### src/rtl/seq_pkg.sv
// Shared state encoding and widths for the seq_ctrl sequencer and its PC unit.
package seq_pkg;

    localparam int unsigned PC_W_DEFAULT = 10;
    localparam int unsigned OFF_W        = 5;

    typedef enum logic [2:0] {
        IDLE  = 3'd0,
        FETCH = 3'd1,
        EXEC  = 3'd2,
        MEM   = 3'd3,
        WB    = 3'd4,
        DONE  = 3'd5
    } state_t;

endpackage

### src/rtl/pc_unit.sv
// Program counter: clear, hold, or step to PC+1 / PC+sign_extend(offset), modulo 2^PC_W.
module pc_unit
    import seq_pkg::*;
#(
    parameter int unsigned PC_W = PC_W_DEFAULT
) (
    input  logic             clk_i,
    input  logic             rst_ni,
    input  logic             clr_i,
    input  logic             step_i,
    input  logic             take_i,
    input  logic [OFF_W-1:0] off_i,
    output logic [PC_W-1:0]  pc_o
);

    logic [PC_W-1:0] pc_q;
    logic [PC_W-1:0] pc_d;
    logic [PC_W-1:0] off_ext;

    // Narrow PCs keep only the low offset bits; the sum is the same modulo 2^PC_W.
    generate
        if (PC_W > OFF_W) begin : g_sext
            assign off_ext = {{(PC_W - OFF_W){off_i[OFF_W-1]}}, off_i};
        end else begin : g_trunc
            assign off_ext = off_i[PC_W-1:0];
        end
    endgenerate

    always_comb begin
        pc_d = pc_q;
        if (clr_i) begin
            pc_d = '0;
        end else if (step_i) begin
            pc_d = take_i ? (pc_q + off_ext) : (pc_q + PC_W'(1));
        end
    end

    always_ff @(posedge clk_i or negedge rst_ni) begin
        if (!rst_ni) begin
            pc_q <= '0;
        end else begin
            pc_q <= pc_d;
        end
    end

    assign pc_o = pc_q;

endmodule

### src/rtl/seq_ctrl.sv
// Multi-cycle instruction sequencer with Start/Ack handshake and gated decoder strobes.
// Define SEQ_CTRL_PERF_EN to add the cycle_cnt / instr_cnt performance counters.
module seq_ctrl
    import seq_pkg::*;
#(
    parameter int unsigned PC_W     = PC_W_DEFAULT,
    parameter int unsigned PROG_LEN = 1024
) (
    input  logic             CLK,
    input  logic             Reset,
    input  logic             Start,
    input  logic             branch_on,
    input  logic             branch_cond,
    input  logic [OFF_W-1:0] imm,
    input  logic             write_reg,
    input  logic             write_mem,
    input  logic             read_mem,
    input  logic             mem_ack,
    output logic [PC_W-1:0]  PC,
    output logic             ir_load,
    output logic             reg_we,
    output logic             mem_we,
    output logic             mem_re,
    output logic             mem_req,
    output logic             busy,
    output logic             Ack
`ifdef SEQ_CTRL_PERF_EN
    ,
    output logic [15:0]      cycle_cnt,
    output logic [15:0]      instr_cnt
`endif
);

    localparam logic [PC_W-1:0] LAST_PC = PC_W'(PROG_LEN - 1);

    state_t state_q;
    state_t state_d;
    logic   pc_clr;
    logic   pc_step;

    pc_unit #(
        .PC_W(PC_W)
    ) u_pc (
        .clk_i (CLK),
        .rst_ni(Reset),
        .clr_i (pc_clr),
        .step_i(pc_step),
        .take_i(branch_on & branch_cond),
        .off_i (imm),
        .pc_o  (PC)
    );

    always_ff @(posedge CLK or negedge Reset) begin
        if (!Reset) begin
            state_q <= IDLE;
        end else begin
            state_q <= state_d;
        end
    end

    always_comb begin
        state_d = state_q;
        pc_clr  = 1'b0;
        pc_step = 1'b0;
        ir_load = 1'b0;
        reg_we  = 1'b0;
        mem_we  = 1'b0;
        mem_re  = 1'b0;
        mem_req = 1'b0;
        busy    = 1'b0;
        Ack     = 1'b0;
        unique case (state_q)
            IDLE: begin
                pc_clr = 1'b1;
                if (Start) state_d = FETCH;
            end
            FETCH: begin
                ir_load = 1'b1;
                busy    = 1'b1;
                state_d = EXEC;
            end
            EXEC: begin
                busy    = 1'b1;
                state_d = (read_mem | write_mem) ? MEM : WB;
            end
            MEM: begin
                busy    = 1'b1;
                mem_req = 1'b1;
                mem_re  = read_mem;
                mem_we  = write_mem;
                if (mem_ack) state_d = WB;
            end
            WB: begin
                busy    = 1'b1;
                reg_we  = write_reg;
                pc_step = 1'b1;
                state_d = (PC == LAST_PC) ? DONE : FETCH;
            end
            DONE: begin
                Ack = 1'b1;
                if (!Start) begin
                    pc_clr  = 1'b1;
                    state_d = IDLE;
                end
            end
            default: begin
                pc_clr  = 1'b1;
                state_d = IDLE;
            end
        endcase
    end

`ifdef SEQ_CTRL_PERF_EN
    logic [15:0] cyc_q;
    logic [15:0] ins_q;

    always_ff @(posedge CLK or negedge Reset) begin
        if (!Reset) begin
            cyc_q <= '0;
            ins_q <= '0;
        end else if (state_q == IDLE && Start) begin
            cyc_q <= '0;
            ins_q <= '0;
        end else begin
            if (busy && cyc_q != '1) cyc_q <= cyc_q + 16'd1;
            if (state_q == WB && ins_q != '1) ins_q <= ins_q + 16'd1;
        end
    end

    assign cycle_cnt = cyc_q;
    assign instr_cnt = ins_q;
`else
    // Counters absent: sequencing is unaffected.
`endif

endmodule

### config.mk
export PLATFORM = sky130hd
export DESIGN_NAME = seq_ctrl
export DESIGN_NICKNAME = d
export VERILOG_FILES = /design/src/rtl/seq_pkg.sv /design/src/rtl/pc_unit.sv /design/src/rtl/seq_ctrl.sv
export SDC_FILE = /design/constraint.sdc
export NUM_CORES = 1
export LEC_CHECK = 0
export ABC_AREA = 1
export ABC_CLOCK_PERIOD_IN_PS = 2800
export CORE_AREA = 2 2 54 56
export DETAILED_ROUTE_END_ITERATION = 12
export DIE_AREA = 0 0 56 58
export GPL_ROUTABILITY_DRIVEN = 1
export MAX_ROUTING_LAYER = met4
export PLACE_DENSITY = 0.75
export SLEW_MARGIN = 20
export SYNTH_ARGS = -nofsm -noshare
export SYNTH_HDL_FRONTEND = slang
export SYNTH_SLANG_ARGS = --single-unit
### constraint.sdc
create_clock -name CLK -period 2.8 [get_ports CLK]
set_input_delay 0.28 -clock CLK [delete_from_list [all_inputs] [get_ports CLK]]
set_output_delay 0.28 -clock CLK [all_outputs]
set_load 0.02 [all_outputs]
# Yosys cells after proc, flatten, opt, wreduce, memory -nomap -nowiden
# Cells that the tools add are included.
# word_totals
wordCells	38
input_bits	14
reg_bits	13
out_inout_bits	17
# classes
mux	19
n_eq_ne	9
n_bitwise	2
addsub	2
n_reduce_logical	4
# op_table
cell	count
$mux W10	3
$pmux W3 S6	1
$mux W3	5
$add A10 B1 Y10 const B	1
$add A10 B10 Y10	1
$eq A10 B10 Y1 const B	1
$mux W1	9
$eq A3 B2 Y1 const B	2
$eq A3 B3 Y1 const B	2
$ne A2 B2 Y1 const B	3
$reduce_or A4 Y1	1
$eq A3 B1 Y1 const B	1
$logic_not A3 Y1	1
$reduce_and A3 Y1	1
$pmux W1 S2	1
$reduce_bool A2 Y1	1
$and A1 B1 Y1	1
$or A1 B1 Y1	1

# Longest topological paths before layout
# logic_depth
depth_word	4
mapped_depth	14
mapped_depth_nobuf	14

# Modules after synthesis
# From an unflattened synthesis, not the netlist that was laid out.
# hier_totals
cells_unflattened	185
hier_area_um2	1213.7
# modules_own_cells
module	area_each_um2	n_inst	seq_area_each_um2	cells_per_inst
pc_unit	899.6	1	250.2	128
seq_ctrl	314.1	1	75.1	57

# Worst setup path after synthesis
# Ideal clock, no wire load.
# synth_timing
kind	input to register
start	in branch_on
end	reg u_pc.pc_q[6] (netlist: u_pc.pc_o[6])
t_required_ns	2.683
t_arrival_ns	1.713
setup_ns	0.117
setup_slack_ns	0.971
path_buffers	0
stages	13
cell_sequence	nand2_2 or2_2 ha_1 inv_1 fa_1 nor2_1 nor3_1 nor2_2 nand2_1 nand2_1 xor2_1 nand2_1 nand2_1
# synth_via
elab_chain_cells	4
# synth_rtl
item	line	text
from (decl)	seq_ctrl.sv:12	input logic branch_on,
$and A1 B1 Y1	seq_ctrl.sv:48	.take_i(branch_on & branch_cond),
$mux W10	pc_unit.sv:34	pc_d = take_i ? (pc_q + off_ext) : (pc_q + PC_W'(1));
$mux W10	pc_unit.sv:33	end else if (step_i) begin
$mux W10	pc_unit.sv:31	if (clr_i) begin
to (signal assigned)	pc_unit.sv:42	pc_q <= pc_d;
to (decl)	pc_unit.sv:16	logic [PC_W-1:0] pc_q;
# Every way passes these cells. The select of a mux whose other input is x is not followed.
# A chain may end at the register's enable or synchronous reset.

# Worst setup path in the final report
# layout_timing
start	in branch_on
end	reg u_pc.pc_q[8] (netlist: u_pc.pc_o[8])
# Same word-level chain as after synthesis.

==> results.py <==
metrics = {
    "outcome": {
        "status": "complete, no violations",
    },
    "placement": {
        "pre_cts_ws_ns": 0.2358,
        "placed_cells": 229,
        "io_buffers": 30,
        "hpwl_microns": 2321,
        "place.gp.congestion": 0.8901,
    },
    "worst_setup_path": {
        "worstReg2RegStart": "u_pc.pc_o[0]$_DFFE_PN0P_",
        "crit_chain": "clkdlybuf4s50_1 > nand2_2 > or2_2 > ha_1 > inv_1 > fa_1 > nor2_1 > nor3_1 > nor2_2 > nand3_1 > nand3_1 > nand3_1 > o21ai_1",
        "crit_path_end_kind": "flip-flop",
        "crit_path_frequent_cell": "nand3_1",
        "startpoint_type": "input pin",
        "cp_data_required_time_ns": 2.98,
        "worst_ep_arrival_time_ns": 2.42,
        "crit_slowest_cell": "clkdlybuf4s50_1",
        "rrSetupSlack_ns": 0.99,
        "rr_worst_depth": 11,
        "setup.worst_path.start": "branch_on",
        "rr_endpoint": "u_pc.pc_o[8]$_DFFE_PN0P_",
        "slowest_delay_ns": 0.53,
        "critPathMaxFanout": 5,
        "worstSetupPathType": "input pin to flip-flop",
    },
    "global_route": {
        "grt_max_degree": 14,
        "antenna_found_initial": 0,
        "grt_overflow": 0,
        "grt_pass1_wl_microns": 4988,
        "grt_pass1_vias": 1179,
        "grt.total_usage": 0.1978,
    },
    "floorplanning": {
        "coreArea_sq_um": 2663,
        "fp.dieH_microns": 58,
        "start_util": 0.4258,
        "dieArea_sq_um": 3248,
        "ios": 31,
        "fp.dieW_microns": 56,
        "row_count": 19,
    },
    "sta": {
        "fin_ws_ns": 0.5534,
        "drv_slew": 0,
        "period_minus_slack_ns": 2.247,
        "fin_hold_ws_ns": 0.3699,
        "slew-limit-headroom": 0.5947,
        "period_share": 0.8024,
        "hold_violations": 0,
        "fmax_mhz": 445.1,
        "worstMarginPinSlew_ns": 0.6061,
        "setup_tns_ns": 0,
        "rsz0062_at_grt": "no",
        "fin_skew_ns": 0.005193,
        "setup_violations": 0,
    },
    "logic_synthesis": {
        "synthSimpleGateAreaFrac": 0.3962,
        "ys_warn_count": 0,
        "ys_ff_latch": 13,
        "synth_cell_types": 28,
        "synth_xor_area_frac": 0.02318,
        "synth.area.mux_share": 0,
        "synthCells": 168,
        "ys_seq_area_frac": 0.2870,
        "synth_adder_area_share": 0.07285,
        "synth_top_family_by_area": "simple AND/OR/NAND/NOR gates",
        "synth_compound_area_frac": 0.1214,
        "syn_area_per_cell_sq_um": 6.748,
        "syn-num-nets": 188,
        "syn-cell-area_sq_um": 1134,
    },
    "drt": {
        "first_pass_iters": 4,
        "wire_per_inst_microns": 12.30,
        "wl_microns": 2865,
        "viasPerCell": 5.232,
        "ant_nets": 0,
        "route.vias.total": 1219,
        "route.detailed.drc": 0,
        "drt_iter0_markers": 35,
    },
    "clock_network": {
        "cts_tree": "yes",
        "clock_path_buffers": 2,
        "cts_hold_buf": 0,
        "cts_root_buffer": "clkbuf_4",
        "cts-resized-gates": 0,
        "path_clk_slew_ns": 0.09,
        "cts_buffers": 3,
        "clock_sinks": 13,
        "clock_latency_ns": 0.28,
        "ctsHtreeMaxLevel": 1,
        "cts_setup_buffers": 0,
    },
    "layout": {
        "antenna_cells": 0,
        "syn_to_final_growth_pct": 32.23,
        "instances_no_fill": 233,
        "fin_util": 0.5630,
        "drive_gt1_frac": 0.1535,
        "mostFrequentLayoutCell": "nand2_1",
        "fin_nets": 223,
        "fillers": 269,
        "layout_common_cells": "nand2_1 (42), clkdlybuf4s50_1 (30), inv_1 (22), nor2_1 (19), dfrtp_1 (13)",
    },
    "power_and_ir_drop": {
        "ir_drop_v": 0.0005138,
        "p_leak_nw": 0.7449,
        "power.density_nw_per_um2": 689.8,
    },
    "flow_run": {
        "cap_violations": 0,
    },
    "hold_path": {
        "hold_class": "input pin to asynchronous set/reset pin",
    },
}
cells in the mapped netlist:
cell | number | share of area
nor3_1 | 3 | 0.013
inv_2 | 8 | 0.026
a21oi_2 | 2 | 0.015
o22ai_2 | 1 | 0.011
o21bai_1 | 1 | 0.0066
or2_2 | 2 | 0.011
or2_4 | 1 | 0.0077
nand3_2 | 1 | 0.0088
o41ai_1 | 1 | 0.0077
nand2_2 | 4 | 0.022
nor3_2 | 1 | 0.0088
xnor2_1 | 1 | 0.0077
a22o_1 | 1 | 0.0077
xor2_1 | 2 | 0.015
ha_1 | 5 | 0.055
dfrtp_1 | 13 | 0.29
nand3_1 | 11 | 0.049
a21oi_1 | 4 | 0.018
inv_1 | 22 | 0.073
nand2_1 | 42 | 0.14
o21ai_0 | 2 | 0.0088
fa_1 | 1 | 0.018
nor2_2 | 3 | 0.017
nor2_4 | 3 | 0.030
nor2_1 | 19 | 0.063
o21ai_2 | 2 | 0.015
o21ai_1 | 7 | 0.031
nand4_1 | 5 | 0.028
flip-flops by register name, indices dropped and copies added (netlist names):
| name | count |
|---|---|
| u_pc.pc_o | 10 |
| state_q | 3 |
where the power goes:
group          switching (mW)  total (mW)  internal (mW)  leakage [nW]
sequential             0.0645       0.295          0.231         0.177
clock                  0.0668       0.122         0.0554        0.0150
combinational           0.372       0.617          0.245         0.553
routing by layer:
layer	part of all wire	vias to the layer above	GRT usage
li1	-	607	-
met4	0.016	0	0.05782
met2	0.49	42	0.3345
met5	0	-	-
met1	0.44	561	0.2419
met3	0.057	9	0.03795
cell type report:
cell class                      instances  area, sq um  area share
Clock buffer                            4        26.28     0.01753
Sequential cell                        13        325.3      0.2170
Multi-Input combinational cell        125        695.7      0.4641
Timing Repair Buffer                   30        300.3      0.2003
Inverter                               30        112.6     0.07513
Tap cell                               31        38.79     0.02588
critical path, delay by kind of cell:
| kind | cells | cell delay, ns |
|---|---|---|
| AO/OA/AOI/OAI | 1 | 0.07 |
| adder cells (fa/ha/maj) | 2 | 0.39 |
| buffers and inverters | 2 | 0.60 |
| AND/OR/NAND/NOR | 8 | 1.08 |
worst max-delay path by stage:
| stage | slack [ns] | cells after the start | endpoint |
|---|---|---|---|
| 6_report | 0.55 | 13 | u_pc.pc_o[8]$_DFFE_PN0P_ |
| 5_1_grt | 0.42 | 14 | u_pc.pc_o[6]$_DFFE_PN0P_ |
| 4_1_cts | 0.55 | 13 | u_pc.pc_o[8]$_DFFE_PN0P_ |
| 3_5_place_dp | 0.24 | 13 | u_pc.pc_o[8]$_DFFE_PN0P_ |
| 3_3_place_gp | 0.33 | 14 | u_pc.pc_o[6]$_DFFE_PN0P_ |
| 2_1_floorplan | 0.97 | 13 | u_pc.pc_o[6]$_DFFE_PN0P_ |
stage by stage:
step / cell area (sq um) / power [mW]
global placement: 1473 / 0.9004
global route: 1499 / 1.119
CTS: 1499 / 1.038
finish: 1499 / 1.034
floorplan: 1134 / 0.6902
detailed placement: 1473 / 0.9137
kinds of logic (layout without fill, tap and decap cells):
group / count (synthesis) / after routing
AOI/OAI and AO/OA: 21 / 21
xor gates and xnor gates: 3 / 3
adders and majority gates: 6 / 6
buffers and inverters: 30 / 64
DFF: 13 / 13
and+or+nand+nor: 95 / 95
Power figures use the tool's default switching activity.
